`src/rtl/lock_ctrl.sv`:
```
`default_nettype none
// +--------------------------------------------------------------------------+
// | lock_ctrl: four-digit code lock with timed open window and lockout.     |
// | Rev 1.0                                                                  |
// +--------------------------------------------------------------------------+
module lock_ctrl #(
  parameter logic [15:0] CODE        = 16'h1234,
  parameter int          OPEN_CYCLES = 50,
  parameter int          LOCK_CYCLES = 200,
  parameter int          MAX_FAIL    = 3
) (
  input  logic       clk,
  input  logic       clr,
  input  logic [3:0] digit,
  input  logic       enter,
  input  logic       cancel,
  output logic       unlock,
  output logic       alarm,
  output logic [1:0] pos,
  output logic       err,
  output logic       digit_clr
);

  localparam int TMAX = (OPEN_CYCLES > LOCK_CYCLES) ? OPEN_CYCLES : LOCK_CYCLES;
  localparam int TW   = (TMAX < 2) ? 1 : $clog2(TMAX + 1);

  localparam logic [TW-1:0] C_OPEN_LOAD = TW'(OPEN_CYCLES - 1);
  localparam logic [TW-1:0] C_LOCK_LOAD = TW'(LOCK_CYCLES - 1);
  localparam logic [TW-1:0] C_T_ZERO    = '0;
  localparam logic [TW-1:0] C_T_ONE     = TW'(1);
  localparam logic [2:0]    C_FAIL_LIM  = 3'(MAX_FAIL);

  localparam logic [2:0] S_IDLE    = 3'd0;
  localparam logic [2:0] S_COLLECT = 3'd1;
  localparam logic [2:0] S_CHECK   = 3'd2;
  localparam logic [2:0] S_OPEN    = 3'd3;
  localparam logic [2:0] S_LOCKOUT = 3'd4;

  logic [2:0]    state_q, state_d;
  logic [1:0]    pos_q, pos_d;
  logic [15:0]   code_q, code_d;
  logic [2:0]    fail_q, fail_d;
  logic [TW-1:0] timer_q, timer_d;
  logic          unlock_q, unlock_d;
  logic          alarm_q, alarm_d;
  logic          err_q, err_d;
  logic          digit_clr_q, digit_clr_d;
  logic          clr_req;

  always_ff @(posedge clk) begin
    if (!clr) begin
      state_q     <= S_IDLE;
      pos_q       <= 2'd0;
      code_q      <= 16'h0000;
      fail_q      <= 3'd0;
      timer_q     <= C_T_ZERO;
      unlock_q    <= 1'b0;
      alarm_q     <= 1'b0;
      err_q       <= 1'b0;
      digit_clr_q <= 1'b1;
    end else begin
      state_q     <= state_d;
      pos_q       <= pos_d;
      code_q      <= code_d;
      fail_q      <= fail_d;
      timer_q     <= timer_d;
      unlock_q    <= unlock_d;
      alarm_q     <= alarm_d;
      err_q       <= err_d;
      digit_clr_q <= digit_clr_d;
    end
  end

  always_comb begin
    state_d = state_q;
    pos_d   = pos_q;
    code_d  = code_q;
    fail_d  = fail_q;
    timer_d = timer_q;
    clr_req = 1'b0;
    case (state_q)
      S_IDLE: begin
        if (enter && !cancel) begin
          code_d[15:12] = digit;
          pos_d         = 2'd1;
          state_d       = S_COLLECT;
          clr_req       = 1'b1;
        end
      end
      S_COLLECT: begin
        if (cancel) begin
          pos_d   = 2'd0;
          state_d = S_IDLE;
          clr_req = 1'b1;
        end else if (enter) begin
          case (pos_q)
            2'd1:    code_d[11:8] = digit;
            2'd2:    code_d[7:4]  = digit;
            default: code_d[3:0]  = digit;
          endcase
          pos_d   = pos_q + 2'd1;
          clr_req = 1'b1;
          if (pos_q == 2'd3) state_d = S_CHECK;
        end
      end
      S_CHECK: begin
        if (code_q == CODE) begin
          state_d = S_OPEN;
          fail_d  = 3'd0;
          timer_d = C_OPEN_LOAD;
        end else begin
          fail_d = fail_q + 3'd1;
          if (fail_d == C_FAIL_LIM) begin
            state_d = S_LOCKOUT;
            timer_d = C_LOCK_LOAD;
          end else begin
            state_d = S_IDLE;
          end
        end
      end
      S_OPEN: begin
        if (timer_q == C_T_ZERO) state_d = S_IDLE;
        else                     timer_d = timer_q - C_T_ONE;
      end
      S_LOCKOUT: begin
        if (timer_q == C_T_ZERO) begin
          state_d = S_IDLE;
          fail_d  = 3'd0;
        end else begin
          timer_d = timer_q - C_T_ONE;
        end
      end
      default: state_d = S_IDLE;
    endcase
  end

  // Outputs are registered from the next state so they line up with state_q.
  always_comb begin
    unlock_d    = (state_d == S_OPEN);
    alarm_d     = (state_d == S_LOCKOUT);
    err_d       = (state_d == S_CHECK) && (code_d != CODE);
    digit_clr_d = clr_req;
  end

  assign unlock    = unlock_q;
  assign alarm     = alarm_q;
  assign pos       = pos_q;
  assign err       = err_q;
  assign digit_clr = digit_clr_q;

endmodule
`default_nettype wire

```
`config.mk`:
```
export PLATFORM = sky130hd
export DESIGN_NAME = lock_ctrl
export DESIGN_NICKNAME = d
export VERILOG_FILES = /design/src/rtl/lock_ctrl.sv
export SDC_FILE = /design/constraint.sdc
export NUM_CORES = 1
export LEC_CHECK = 0
export CORE_MARGIN = 4
export CORE_UTILIZATION = 40
export DETAILED_ROUTE_END_ITERATION = 8
export PLACE_DENSITY = 0.7
export SETUP_SLACK_MARGIN = 0.1
export SLEW_MARGIN = 20
export SYNTH_ARGS = -nofsm -noshare
export SYNTH_HDL_FRONTEND = slang
export SYNTH_SLANG_ARGS = --single-unit
```
`constraint.sdc`:
```
create_clock -name clk -period 2.91 [get_ports clk]
set_input_delay 0.582 -clock clk [delete_from_list [all_inputs] [get_ports clk]]
set_output_delay 0.582 -clock clk [all_outputs]
set_load 0.02 [all_outputs]
```
==> results.md <==
* Crit path max fanout at 7
* Final WS setup at 0.619 ns
* CTS tree: built
* Endpoint class of the critical path: register
* Outcome: completed
* Worst-path clk slew at 0.07 ns
* Root Driver: clkbuf_8
* Clock power frac at 36.3%
* Sequential cell area at 721 sq um
* Antenna viol nets, final at 0
* Share of the synthesized area in the top cell type at 34.9%
* Tmin final at 2.29 ns
* Post-Synthesis Cells at 237
* Synthesized Nets at 252
* DRC violations left at 0
* Post-synth top cells: 36 x dfxtp_1, 21 x nor2b_1, 17 x mux2i_1
* Yosys warns at 0
* Die extent in y at 79.9 microns
* # fillers at 480
* Hold path depth at 2
* Final hold vios at 0
* Largest net degree at the start of global routing at 24
* Core Area at 4850 sq um
* Switching Fraction at 23.9%
* Routed Wire Length at 4.27 mm
* Layout Skew at 0.00722 ns
* Initial DRC count at 140
* Vias per cell at 5.53
* Leakage at 0.929 nW
* Area delta synth->final at 12.4%
* Pre-CTS setup slack at 0.340 ns
* GPL Wtd Cong at 0.827
* HP Start: fail_q[1]$_SDFFE_PN0P_
* Maximum clock path buffer count at 2
* Gr ovfl total at 0
* Post-synth EDFFs at 0
* Worst r2r src: timer_q[0]$_SDFFE_PN0P_
* Initial Util at 42.6%
* Clock Latency Late Sink at 0.29 ns
* First-pass GRT wire length at 7.21 mm
* Worst Tran Pin Value at 0.732 ns
* Worst hold path class: reg -> reg
* I/O Buffers at 13
* DIE AREA at 6380 sq um
* Hold path endpoint: fail_q[1]$_SDFFE_PN0P_
* Synth cell types at 50
* Final setup viols at 0
* Most common cell in the netlist: dfxtp_1
* Layout Cell Area excl Fill at 2320 sq um
* Sequential power share at 55.2%
* First drt pass iteration count at 4
* Worst reg-to-reg setup slack at 0.79 ns
* RSZ-0062 raised after global routing: false
* Wire per inst at 13.7 microns
* Relative slew slack at 51.1%
* Vias in the first global route at 1605
* Crit share post-route at 78.7%
* Ys async rst share at 0%
* GRT Total Usage at 14.3%
* WS Path Type: in -> reg
* Final slew viol count at 0
* Critical Path AT at 2.47 ns
* Initial antenna violation count at 0
* Die Wd at 79.9 microns
* Power density over the cells at 395 nW/um^2
* Crit Reg-Reg Endpoint: fail_q[1]$_SDFFE_PN0P_
* Maxcap violations at 0
* Multi-input gate area at 1260 sq um
* Max IR drop VDD at 0.000228 V
* Max Clock Freq at 437 MHz
* Post-Syn Area at 2070 sq um
* Synth top area cells: dfxtp_1 35%, mux2i_1 8.2%, nor2b_1 6.4%
* Dpl hpwl at 3.07 mm
* Net Sw Power at 0.000219 W
* N_diodes at 0
* Logic gate share of total power at 8.5%
* Layout Nets at 261
* Worst endpoint required time at 3.09 ns
* Synth Flop Type: dfxtp_1
* Num CTS Buffers at 5
* Io pins at 14
* Largest area contributor in the netlist: dfxtp_1
* Avg Cell Area, Syn at 8.72 sq um
* Vias at 1732
* Clk sinks at 36
* Synthesized flop and latch total at 36
* Worst Setup Start Kind: primary input
* H-tree depth at 2
* Postcts setup bufs at 0
* Reg2Reg Depth at 7
* Cell row count at 25
* Int Pwr at 0.000699 W
* # hold bufs at CTS at 0
* Placed Area at 2240 sq um
* Share of layout cells above drive strength 1 at 6.91%
* Post-CTS resize count at 0
* Sequential-to-total area share from yosys stat at 34.9%
* Setup TNS at 0 ns
[how the worst max path moves through the flow]
stage | slack [ns] | endpoint | depth (start not counted) | from
finish | 0.62 | err$_SDFF_PN0_ | 6 | cancel
global route | 0.48 | err$_SDFF_PN0_ | 6 | cancel
CTS | 0.65 | err$_SDFF_PN0_ | 6 | cancel
detailed placement | 0.34 | err$_SDFF_PN0_ | 6 | cancel
global placement | 0.38 | err$_SDFF_PN0_ | 6 | cancel
floorplan | 0.93 | err$_SDFF_PN0_ | 6 | cancel
[logic make-up after synthesis]
family | share of synthesized area, %
compound gates | 18.3
fa+ha+maj | 4.24
buf+inv | 4.24
flops | 34.9
mux | 8.78
simple gates | 29.6
[state kept, by name, summed over array words and instances, names as in the netlist]
signal     cells
alarm          1
digit_clr      1
timer_q        8
code_q        16
fail_q         3
pos            2
state_q        3
unlock         1
err            1
[worst max-delay path, cell delays in order]
cell	delay, ns
clkdlybuf4s50_1	0.55
nor3_4	0.32
nand4_1	0.31
mux2i_1	0.31
nand3_1	0.11
o31a_1	0.28
[final cells by class]
cell class                      count  share of cell area [%]
Clock inverter                      1                   0.216
Timing Repair Buffer               16                    6.57
Multi-Input combinational cell    179                    54.1
Tap cell                           67                    3.61
Clock buffer                        6                    3.12
Inverter                            8                    1.29
Sequential cell                    36                    31.0
[cell usage in the layout (no fill, tap or decap), drive strengths merged, types with 5 or more instances in the layout]
cell / count
dfxtp: 36
nand2: 14
mux2i: 17
o22ai: 5
nand4: 6
nor4b: 5
nor2b: 21
nand2b: 7
nor2: 14
nor3: 7
inv: 8
ha: 7
a21oi: 11
o21ai: 9
clkdlybuf4s50: 13
nand3: 5
clkbuf: 6
[power groups by stage]
stage          clock, W  combinational, W  sequential (W)
2_1_floorplan         0         0.0000494        0.000517
3_3_place_gp          0         0.0000777        0.000518
3_5_place_dp          0         0.0000780        0.000518
4_1_cts        0.000350         0.0000784        0.000507
5_1_grt        0.000370         0.0000849        0.000508
6_report       0.000333         0.0000781        0.000507
[layer usage]
metal / track usage (%) / share of wire [%] / wire length (microns) / vias up
li1: - / - / - / 882
met1: 17.7 / 49 / 2100 / 807
met2: 22.8 / 46 / 1960 / 38
met3: 3.84 / 3.5 / 148 / 5
met4: 6.76 / 1.5 / 62 / 0
met5: 0 / 0 / 0 / -
[per-stage QoR]
step	instances	hold slack, ns	util, %	total power [W]
floorplan	237	0.448	-	0.000566
global placement	306	0.467	46.3	0.000596
detailed placement	306	0.468	46.3	0.000596
CTS	313	0.477	47.9	0.000935
global route	313	0.492	47.9	0.000963
finish	313	0.475	47.9	0.000918
Note: power is estimated with default switching activity, not from simulation.
